`src/rtl/fib_seq_engine.sv`:
```
// Fibonacci-style sequence engine: F(0)=seed0, F(1)=seed1, F(k)=F(k-1)+F(k-2).
// Returns F(n), or streams every term F(0)..F(n) through a valid/ready handshake.
module fib_seq_engine #(
  parameter int WIDTH    = 16,
  parameter int CNT_W    = 8,
  parameter bit SATURATE = 1'b0
) (
  input  logic             clk,
  input  logic             rst,
  input  logic             start,
  input  logic             abort,
  input  logic [CNT_W-1:0] n,
  input  logic [WIDTH-1:0] seed0,
  input  logic [WIDTH-1:0] seed1,
  input  logic             stream_mode,
  input  logic             term_ready,
  output logic             busy,
  output logic             term_valid,
  output logic [WIDTH-1:0] term,
  output logic [CNT_W-1:0] term_idx,
  output logic             done,
  output logic [WIDTH-1:0] result,
  output logic             overflow
);

  typedef enum logic {IDLE, RUN} state_t;

  state_t           state, state_nxt;
  logic [WIDTH-1:0] a, b;
  logic             a_tag, b_tag;
  logic [CNT_W-1:0] idx, n_q;
  logic             stream_q;
  logic [WIDTH:0]   raw_sum;
  logic [WIDTH-1:0] sum;
  logic             carry;
  logic             accept, step, last, advance, finish;

  // a holds F(idx), b holds F(idx+1); b is one term ahead, so its tag is not
  // folded into overflow until it has shifted into a and been consumed.
  always_comb begin
    raw_sum = {1'b0, a} + {1'b0, b};
    carry   = raw_sum[WIDTH];
    sum     = (SATURATE && carry) ? {WIDTH{1'b1}} : raw_sum[WIDTH-1:0];
  end

  // abort has priority over any step, including the final one
  always_comb begin
    accept  = (state == IDLE) && start;
    step    = (state == RUN) && !abort && (!stream_q || term_ready);
    last    = (idx == n_q);
    advance = step && !last;
    finish  = step && last;
  end

  always_ff @(posedge clk or posedge rst) begin
    if (rst) state <= IDLE;
    else     state <= state_nxt;
  end

  always_comb begin
    state_nxt = state;
    case (state)
      IDLE: if (start) state_nxt = RUN;
      RUN:  if (abort || finish) state_nxt = IDLE;
      default: state_nxt = IDLE;
    endcase
  end

  always_comb begin
    busy       = (state == RUN);
    term_valid = (state == RUN) && stream_q;
  end

  assign term     = a;
  assign term_idx = idx;

  always_ff @(posedge clk or posedge rst) begin
    if (rst) begin
      a        <= '0;
      b        <= '0;
      a_tag    <= 1'b0;
      b_tag    <= 1'b0;
      idx      <= '0;
      n_q      <= '0;
      stream_q <= 1'b0;
      result   <= '0;
      overflow <= 1'b0;
      done     <= 1'b0;
    end else begin
      done <= finish;
      if (accept) begin
        n_q      <= n;
        stream_q <= stream_mode;
        a        <= seed0;
        b        <= seed1;
        a_tag    <= 1'b0;
        b_tag    <= 1'b0;
        idx      <= '0;
        overflow <= 1'b0;
      end else if (advance) begin
        a        <= b;
        a_tag    <= b_tag;
        b        <= sum;
        b_tag    <= carry;
        idx      <= idx + 1'b1;
        overflow <= overflow | a_tag;
      end else if (finish) begin
        result   <= a;
        overflow <= overflow | a_tag;
      end
    end
  end

endmodule

```
`config.mk`:
```
export PLATFORM = sky130hd
export DESIGN_NAME = fib_seq_engine
export DESIGN_NICKNAME = d
export VERILOG_FILES = /design/src/rtl/fib_seq_engine.sv
export SDC_FILE = /design/constraint.sdc
export NUM_CORES = 1
export LEC_CHECK = 0
export ABC_AREA = 1
export CORE_MARGIN = 4
export CORE_UTILIZATION = 44
export CTS_CLUSTER_SIZE = 24
export DETAILED_ROUTE_END_ITERATION = 6
export PLACE_DENSITY = 0.7
export SYNTH_ARGS = -nofsm -noshare
export SYNTH_HDL_FRONTEND = slang
export SYNTH_SLANG_ARGS = --single-unit
```
`constraint.sdc`:
```
create_clock -name clk -period 4.9 [get_ports clk]
set_input_delay 0.49 -clock clk [delete_from_list [all_inputs] [get_ports clk]]
set_output_delay 0.49 -clock clk [all_outputs]
set_load 0.01 [all_outputs]
```
==> impl_metrics.py <==
metrics = {
    "synthesis": {
        "netlist_top_cells_area": "sky130_fd_sc_hd__dfrtp_1, sky130_fd_sc_hd__nand2_1, sky130_fd_sc_hd__nand3_1, sky130_fd_sc_hd__inv_1, sky130_fd_sc_hd__ha_1",
        "synthesis.area_per_instance_um2": 7.18,
        "yosys-top-cells-count": "sky130_fd_sc_hd__nand2_1, sky130_fd_sc_hd__nand3_1, sky130_fd_sc_hd__dfrtp_1, sky130_fd_sc_hd__inv_1, sky130_fd_sc_hd__nor2_1",
        "synthMostInstantiatedCell": "sky130_fd_sc_hd__nand2_1",
        "syn_nets": 666,
        "yosys_register_bits": 70,
        "synthesis.instances": 602,
        "synthDominantAreaCellType": "sky130_fd_sc_hd__dfrtp_1",
        "seq_area_frac_synth_pct": 40.5,
        "synthDistinctLibCells": 30,
        "synthesis.yosys.warnings": 0,
        "count_of_flip_flops_with_a_built_in_enable_after_synthesis": 0,
        "area_share_of_the_largest_cell_type_after_synthesis_pct": 40.5,
        "postSynth.topFlopCell": "sky130_fd_sc_hd__dfrtp_1",
        "syn_area_mm2": 0.00432,
        "asyncSetResetFlopFracSynth_pct": 100,
    },
    "sta": {
        "timing.slew.headroom_pct": 43.3,
        "hold-worst-slack_ns": 0.486,
        "max_clock_freq_mhz": 450,
        "fin_worst_skew_ns": 0.0103,
        "final-hold-violation-count": 0,
        "period_needed_ns": 2.22,
        "worst_slack_ns": 2.68,
        "fin_crit_sh_pct": 45.4,
        "worst_pin_slew_ns": 0.850,
        "setup_viol": 0,
        "slew_viol_final": 0,
        "unrepaired_setup_endpoints_after_global_routing": "no",
        "setup_tns_ns": 0,
    },
    "worst_setup_path": {
        "arrival_ns": 2.46,
        "path_class": "reg -> reg",
        "cp_max_fo": 49,
        "worst-path-buf-inv": 1,
        "setup.worst_path.start_class": "flop",
        "worstSetupEndpointType": "flop",
        "cell_at_the_slowest_stage_of_the_critical_path": "sky130_fd_sc_hd__dfrtp_1",
        "required_time_of_the_critical_path_ns": 5.14,
        "timing.critical_path.mode_cell": "sky130_fd_sc_hd__nand2_1",
        "critical_path.top_delay_family": "simple AND/OR/NAND/NOR gates",
        "critPathMaxStageDelay_ns": 0.46,
        "r2r_setup_slack_ns": 2.68,
        "crit_path_cell_trace": "inv_1, nand2_1, nand2_1, nand2_1, nor2_1, nand2_2, nand2_4, nand2_2, nand2_1, nand2_1",
    },
    "pwr": {
        "sequentialPowerShare_pct": 31.5,
        "report.power.total_mw": 3.03,
        "cellInternalPower_mw": 1.74,
        "p_sw_share_pct": 42.5,
        "cellPowerDensity_mw_per_mm2": 553,
        "pwr-share-comb_pct": 51.0,
        "power.static_leakage_nw": 2.83,
        "switchingPower_mw": 1.29,
        "clockPowerShare_pct": 17.5,
        "max-vdd-ir-drop_mv": 0.198,
    },
    "global_routing": {
        "global_route_wire_length_before_repair_mm": 19.0,
        "grt_use_total_pct": 20.4,
        "grt_start_max_net_pins": 50,
        "first_global_vias": 4037,
        "antenna_violations_before_repair": 0,
        "grt_overflow_total": 0,
    },
    "placement": {
        "cell_area_after_placement_mm2": 0.00526,
        "dp.final_hpwl_mm": 8.01,
        "finalWeightedCongestion": 0.867,
        "dpl_worst_slack_ns": 2.35,
        "port_buffers": 89,
        "dpl.cell_count": 801,
    },
    "cts": {
        "number_of_buffers_created_by_cts": 9,
        "postCtsHoldBufs": 0,
        "clock_latency_on_the_worst_skew_pair_ns": 0.35,
        "ctsRootBufferMaster": "sky130_fd_sc_hd__clkbuf_8",
        "cts.sink_count": 70,
        "cts.reportedPaths.clkPinSlew_ns": 0.08,
        "cts_htree_levels": 3,
        "cts-root-to-sink-buffers": 2,
        "post_cts_resized": 0,
        "tritoncts": "built",
        "post_cts_setup_buffers": 0,
    },
    "run_status": {
        "status": "finished clean",
    },
    "finish": {
        "finalInstanceArea_mm2": 0.00548,
        "drive_above_1_share_pct": 6.26,
        "post_layout_nonfiller_instances": 816,
        "area.growth.synth_to_final_pct": 26.9,
        "antenna_cells": 0,
        "finish.utilization_pct": 58.2,
        "fillerInstances": 898,
        "layout.nets": 747,
    },
    "detailed_routing": {
        "totalWireLength_mm": 11.2,
        "total_number_of_vias": 4092,
        "avgViaCountPerCell": 5.01,
        "remaining_drc_errors": 0,
        "ant_nets": 0,
        "route.detailed.wl_per_inst_um": 13.8,
        "drtIter0Drc": 145,
        "drt_pre_antenna_iters": 5,
    },
    "worst_hold_path": {
        "hold_class": "reg -> reg",
    },
    "run": {
        "drv_cap": 0,
    },
    "floorplanning": {
        "total_die_area_mm2": 0.0115,
        "starting_utilization_of_the_core_area_pct": 45.9,
        "boundaryPins": 90,
        "coreArea_mm2": 0.00942,
        "die-width_um": 107,
        "floorplan.die.height_um": 107,
        "num_rows": 35,
    },
}
## layout make-up
type	instances	area [um2]	share of cell area [%]
Clock buffer	10	138	2.51
Clock inverter	5	83.8	1.53
Inverter	61	229	4.18
Multi-Input combinational cell	449	2210	40.2
Sequential cell	70	1750	31.9
Tap cell	129	161	2.94
Timing Repair Buffer	92	913	16.7
## registers in the layout (all words and copies together) (netlist names)
register	count
overflow	1
b_tag	1
b	16
a_tag	1
result	16
n_q	8
stream_q	1
done	1
term	16
busy	1
term_idx	8
## routing by layer
| layer | track usage, % | vias to the layer above | wire length (um) |
|---|---|---|---|
| li1 | - | 2068 | - |
| met1 | 26.1 | 1905 | 5000 |
| met2 | 34.1 | 104 | 5430 |
| met3 | 3.67 | 15 | 597 |
| met4 | 7.85 | 0 | 197 |
| met5 | 0 | - | 0 |
## worst reg2reg max path: cells and delay by family, from the launching register on
| kind | cells | cell delay, ns |
|---|---|---|
| and+or+nand+nor | 9 | 1.53 |
| DFF | 1 | 0.46 |
| buffers and inverters | 1 | 0.13 |
## cell families (layout without fill, tap and decap cells)
| kind of cell | Yosys count | in the layout | share of synthesized area, % |
|---|---|---|---|
| XOR/XNOR | 13 | 13 | 2.64 |
| adder cells (fa/ha/maj) | 18 | 18 | 5.39 |
| buffers and inverters | 83 | 168 | 8.46 |
| flip-flops | 70 | 70 | 40.5 |
| AO/OA/AOI/OAI | 36 | 36 | 4.81 |
| AND/OR/NAND/NOR | 382 | 382 | 38.2 |
## worst paths after layout
path	endpoint	depth (start not counted)	from
setup / recovery	b[8]	10	term_idx[2]
hold / removal	result[9]	2	result[9]
setup reg to reg	b[8]	10	term_idx[2]
hold reg to reg	result[9]	2	result[9]
min in group asynchronous	n_q[5]	2	rst
max in group asynchronous	a_tag	3	rst
## power by group through the flow
stage	Clock (mW)	Combinational [mW]	Sequential, mW
3_3_place_gp	0	1.51	0.957
5_1_grt	0.560	1.77	0.987
4_1_cts	0.538	1.56	0.956
6_report	0.532	1.55	0.955
2_1_floorplan	0	1.03	0.969
3_5_place_dp	0	1.55	0.964
## placed cells by master (no fill, tap or decap), drive strengths merged
master	count
a21oi	17
a22oi	1
and2	2
buf	3
bufinv	2
clkbuf	10
clkdlybuf4s50	89
clkinv	1
clkinvlp	2
dfrtp	70
fa	1
ha	17
inv	61
nand2	256
nand3	84
nand3b	2
nand4	7
nor2	25
nor3	2
o211ai	2
o21ai	12
o31ai	4
or2	4
xnor2	7
xor2	6
(Power assumes the default switching activity.)
